## src/rtl/music_pkg.sv

```systemverilog
// Purpose: shared widths, ROM word layout and FSM encoding for the song sequencer.
// Latency: n/a (declarations only).
// Backpressure: n/a.
package music_pkg;

    // Default geometry: 4 songs x 32 note slots, 6-bit notes, 6-bit durations (48ths of a beat)
    localparam int DEF_SONG_BITS = 2;
    localparam int DEF_IDX_BITS  = 5;
    localparam int DEF_NOTE_W    = 6;
    localparam int DEF_DUR_W     = 6;

    // ROM word layout: {note, duration}, duration in the low bits
    localparam int DUR_LSB  = 0;
    localparam int NOTE_LSB = DEF_DUR_W;
    localparam int ROM_W    = DEF_NOTE_W + DEF_DUR_W;

    // A zero duration terminates a song before slot 31
    localparam logic [DEF_DUR_W-1:0] END_MARKER = '0;

    typedef enum logic [2:0] {
        ST_IDLE  = 3'd0,
        ST_FETCH = 3'd1,
        ST_LATCH = 3'd2,
        ST_LOAD  = 3'd3,
        ST_WAIT  = 3'd4,
        ST_PAUSE = 3'd5,
        ST_DONE  = 3'd6
    } seq_state_t;

endpackage

```

## src/rtl/note_sequencer.sv

```systemverilog
// Purpose: walks a song ROM and hands {note, duration} to note_player one note at a time.
// Latency: play seen in IDLE (or done_with_note seen in WAIT) -> load_new_note 3 cycles later.
// Backpressure: holds in WAIT until done_with_note; play=0 parks in PAUSE between notes only.
module note_sequencer
    import music_pkg::*;
#(
    parameter int SONG_BITS = DEF_SONG_BITS,
    parameter int IDX_BITS  = DEF_IDX_BITS,
    parameter int NOTE_W    = DEF_NOTE_W,
    parameter int DUR_W     = DEF_DUR_W
) (
    input  logic                          clk,
    input  logic                          reset,
    input  logic                          play,
    input  logic [SONG_BITS-1:0]          song,
    input  logic                          new_song,
    output logic [SONG_BITS+IDX_BITS-1:0] rom_addr,
    input  logic [NOTE_W+DUR_W-1:0]       rom_data,
    output logic [NOTE_W-1:0]             note_to_load,
    output logic [DUR_W-1:0]              duration_to_load,
    output logic                          load_new_note,
    input  logic                          done_with_note,
    output logic                          song_done,
    output logic                          busy
);

    localparam logic [IDX_BITS-1:0] LAST_IDX = '1;

    seq_state_t             state;
    logic [SONG_BITS-1:0]   song_latched;
    logic [IDX_BITS-1:0]    note_index;
    logic [NOTE_W-1:0]      rom_note;
    logic [DUR_W-1:0]       rom_dur;

    // Split the ROM word into its fields
    assign rom_dur  = rom_data[0 +: DUR_W];
    assign rom_note = rom_data[DUR_W +: NOTE_W];

    // The ROM address always comes straight from the song/index registers
    assign rom_addr = {song_latched, note_index};
    assign busy     = (state != ST_IDLE);

    // Song-walking FSM; strobes are registered and default low every cycle
    always_ff @(posedge clk or posedge reset) begin
        if (reset) begin
            state            <= ST_IDLE;
            song_latched     <= '0;
            note_index       <= '0;
            note_to_load     <= '0;
            duration_to_load <= '0;
            load_new_note    <= 1'b0;
            song_done        <= 1'b0;
        end else begin
            load_new_note <= 1'b0;
            song_done     <= 1'b0;
            if (new_song) begin
                // Restart wins over everything else, including a pending done or end marker
                note_index <= '0;
                if (play) begin
                    song_latched <= song;
                    state        <= ST_FETCH;
                end else begin
                    state <= ST_IDLE;
                end
            end else begin
                case (state)
                    ST_IDLE: begin
                        if (play) begin
                            song_latched <= song;
                            state        <= ST_FETCH;
                        end
                    end
                    ST_FETCH: begin
                        // ROM registers the address on this edge
                        state <= ST_LATCH;
                    end
                    ST_LATCH: begin
                        note_to_load     <= rom_note;
                        duration_to_load <= rom_dur;
                        state            <= (rom_dur == END_MARKER) ? ST_DONE : ST_LOAD;
                    end
                    ST_LOAD: begin
                        load_new_note <= 1'b1;
                        state         <= ST_WAIT;
                    end
                    ST_WAIT: begin
                        // play=0 never interrupts a sounding note; note_player pauses itself
                        if (done_with_note) begin
                            if (note_index == LAST_IDX) begin
                                state <= ST_DONE;
                            end else begin
                                note_index <= note_index + 1'b1;
                                state      <= play ? ST_FETCH : ST_PAUSE;
                            end
                        end
                    end
                    ST_PAUSE: begin
                        if (play) begin
                            state <= ST_FETCH;
                        end
                    end
                    ST_DONE: begin
                        song_done  <= 1'b1;
                        note_index <= '0;
                        state      <= ST_IDLE;
                    end
                    default: begin
                        state <= ST_IDLE;
                    end
                endcase
            end
        end
    end

endmodule

```

## config.mk

```make
export PLATFORM = sky130hd
export DESIGN_NAME = note_sequencer
export DESIGN_NICKNAME = d
export VERILOG_FILES = /design/src/rtl/music_pkg.sv /design/src/rtl/note_sequencer.sv
export SDC_FILE = /design/constraint.sdc
export NUM_CORES = 1
export LEC_CHECK = 0
export BUFFER_PORTS_ARGS = -buffer_cell sky130_fd_sc_hd__buf_2
export CORE_UTILIZATION = 48
export DETAILED_ROUTE_END_ITERATION = 7
export GPL_ROUTABILITY_DRIVEN = 0
export PLACE_DENSITY = 0.77
export RECOVER_POWER = 25
export SLEW_MARGIN = 20
export SYNTH_ARGS = -nofsm -noshare
export SYNTH_HDL_FRONTEND = slang
export SYNTH_SLANG_ARGS = --single-unit
```

## constraint.sdc

```tcl
create_clock -name clk -period 2.38 [get_ports clk]
set_input_delay 0.119 -clock clk [delete_from_list [all_inputs] [get_ports clk]]
set_output_delay 0.119 -clock clk [all_outputs]
set_load 0.01 [all_outputs]
```

==> flow_metrics.tcl <==
set metrics [dict create \
    slew_headroom_pct 41.3 \
    endpoint_kind "flop" \
    total_power_w 0.00121 \
    drcViolationCount 0 \
    max-cap-violations 0 \
    synth_fp_nets 121 \
    ir_drop_mv 0.546 \
    synth_edf_count 0 \
    yosys_warnings 0 \
    status "finished, violations left" \
    hold_violations 24 \
    die_w_um 51.4 \
    vias 914 \
    p_per_area_nw_per_um2 838 \
    io_pins 41 \
    fillers 207 \
    synthTopCellsByArea "dfrtp_1 (51%), mux2_1 (12%), mux2_2 (3.8%), ha_1 (3.2%), nor2b_1 (2.7%)" \
    io_buffers 40 \
    fin_nets 164 \
    ant_nets 0 \
    synthArstFlopShare_pct 100 \
    rr_startpoint "note_index[0]$_DFFE_PP0P_" \
    antenna_found_initial 0 \
    start_util_pct 52.1 \
    cts_tree "built" \
    critPathMaxStageDelay_ps 440 \
    fin_skew_ps 4.08 \
    syn_to_final_growth_pct 22.7 \
    rsz0062_at_grt "no" \
    grt_overflow 0 \
    postCtsSetupBuffers 0 \
    cts-root-buf "clkbuf_4" \
    cts.htree.levels 1 \
    synth_commonest_cells "dfrtp_1 (24), mux2_1 (12), a21oi_1 (6)" \
    synth_largest_area_cell "dfrtp_1" \
    holdBufCountCts 0 \
    yosys_most_used_dff "dfrtp_1" \
    cts_sinks 24 \
    syn_area_um2 1170 \
    setup_viol 0 \
    clkTransAtPathRegs_ps 130 \
    cts_buffers 3 \
    num_rows 17 \
    dp_hpwl_um 1740 \
    synth_top_area_share_pct 51.2 \
    ys_types 33 \
    fin_util_pct 63.9 \
    fmax_mhz 495 \
    clkLatencyLatePin_ps 310 \
    grt_max_degree 25 \
    tightest_slew_ps 879 \
    ctsResizeCount 0 \
    path_cells "ha_1 > and3_1 > ha_1 > nor2b_1 > nor4b_2 > nor3b_1 > a211o_1" \
    power.leakage_nw 0.729 \
    grt_pass1_vias 893 \
    crit_path_start "note_index[0]$_DFFE_PP0P_" \
    synth.most_common_cell "dfrtp_1" \
    period_needed_ps 2020 \
    slowest_stage "dfrtp_1" \
    timing.hold.ws_ps -32.6 \
    track_usage_pct 19.5 \
    core-area_um2 2250 \
    tns_ps 0 \
    fin_crit_sh_pct 84.9 \
    die_y_um 51.4 \
    fin_cells 169 \
    ys_ff_latch 24 \
    cp_max_fo 5 \
    cp.arrival_ps 2280 \
    routedWlPerCell_um 13.4 \
    layout-drive-gt1-share_pct 37.6 \
    seq_area_frac_synth_pct 51.2 \
    netlist_instances 99 \
    failed_checks "hold timing" \
    wirelength_um 2270 \
    drt_iter0_drc 15 \
    start_kind "flop" \
    grt_pass1_wl_um 3840 \
    crit_type "reg2reg" \
    cpMostUsedCell "ha_1" \
    syn_area_per_cell_um2 11.9 \
    cp.required_ps 2640 \
    ctsLongestPathBuffers 2 \
    dieArea_um2 2650 \
    finalMaxSlewViolations 0 \
    hold_class "in2async" \
    diodes 0 \
    dp_cells 165 \
    routed_via_density 5.41 \
    first_pass_iters 4 \
]
-- final timing paths --
path / to / slack (ps) / cells after the start
min: note_to_load[0]$_DFFE_PP0P_ / -30 / 2
min in group clk: note_to_load[0]$_DFFE_PP0P_ / 20 / 2
max in group asynchronous: state[1]$_DFFE_PP0P_ / 1880 / 2
max: note_index[3]$_DFFE_PP0P_ / 360 / 7
min reg2reg: duration_to_load[1]$_DFFE_PP0P_ / 500 / 1
max reg2reg: note_index[3]$_DFFE_PP0P_ / 360 / 7
-- per-layer routing --
layer,wire (um),GRT usage [%],vias to the layer above
li1,-,-,442
met1,995,24.2,448
met2,1180,34.0,19
met3,65,2.68,5
met4,26,7.21,0
met5,0,0,-
-- metrics by stage --
stage	instance area, um^2	worst slack [ps]
final	1440	359
after global routing	1440	178
after CTS	1440	351
after detailed placement	1400	391
after global placement	1400	501
after floorplan	1170	534
-- cell type report --
cell class | count | area, um^2 | area share, %
well taps | 28 | 35.0 | 2.43
repair buffers | 42 | 215 | 14.9
inverters | 5 | 18.8 | 1.30
clock buffers | 4 | 36.3 | 2.52
multi-input cells | 66 | 534 | 37.1
flip-flops and latches | 24 | 601 | 41.7
-- kinds of logic after synthesis --
family	count (synthesis)	share of synthesized area [%]
AOI/OAI and AO/OA	20	11.9
adders and majority gates	3	3.20
buffers and inverters	9	3.31
DFF	24	51.2
muxes	16	15.4
and+or+nand+nor	27	15.0
-- registers in the layout (all words and copies together) (netlist names) --
register	flops
note_to_load	6
note_index	5
state	3
song_latched	2
load_new_note	1
song_done	1
duration_to_load	6
-- worst max-delay path, delay by kind of cell (launching register included) --
family / cells / cell delay, ps
compound gates: 1 / 120
simple gates: 4 / 980
flops: 1 / 440
fa+ha+maj: 2 / 420
-- cells in the final DEF, fill, tap and decap left out, types with 2 or more instances in the layout --
cell       n
buf_2     40
dfrtp_1   24
mux2_1    12
a21oi_1    6
nor2b_1    5
inv_1      5
o21ai_1    4
nand2_1    4
mux2_2     4
nor2_1     4
ha_1       3
clkbuf_4   3
a22o_1     2
nor4b_1    2
a211o_1    2
and3_1     2
buf_4      2
-- power breakdown --
group | switching [W] | internal, W
sequential | 0.0000681 | 0.000528
combinational | 0.000202 | 0.000196
clock | 0.000120 | 0.0000933
total | 0.000390 | 0.000817
Power figures use the tool's default switching activity.
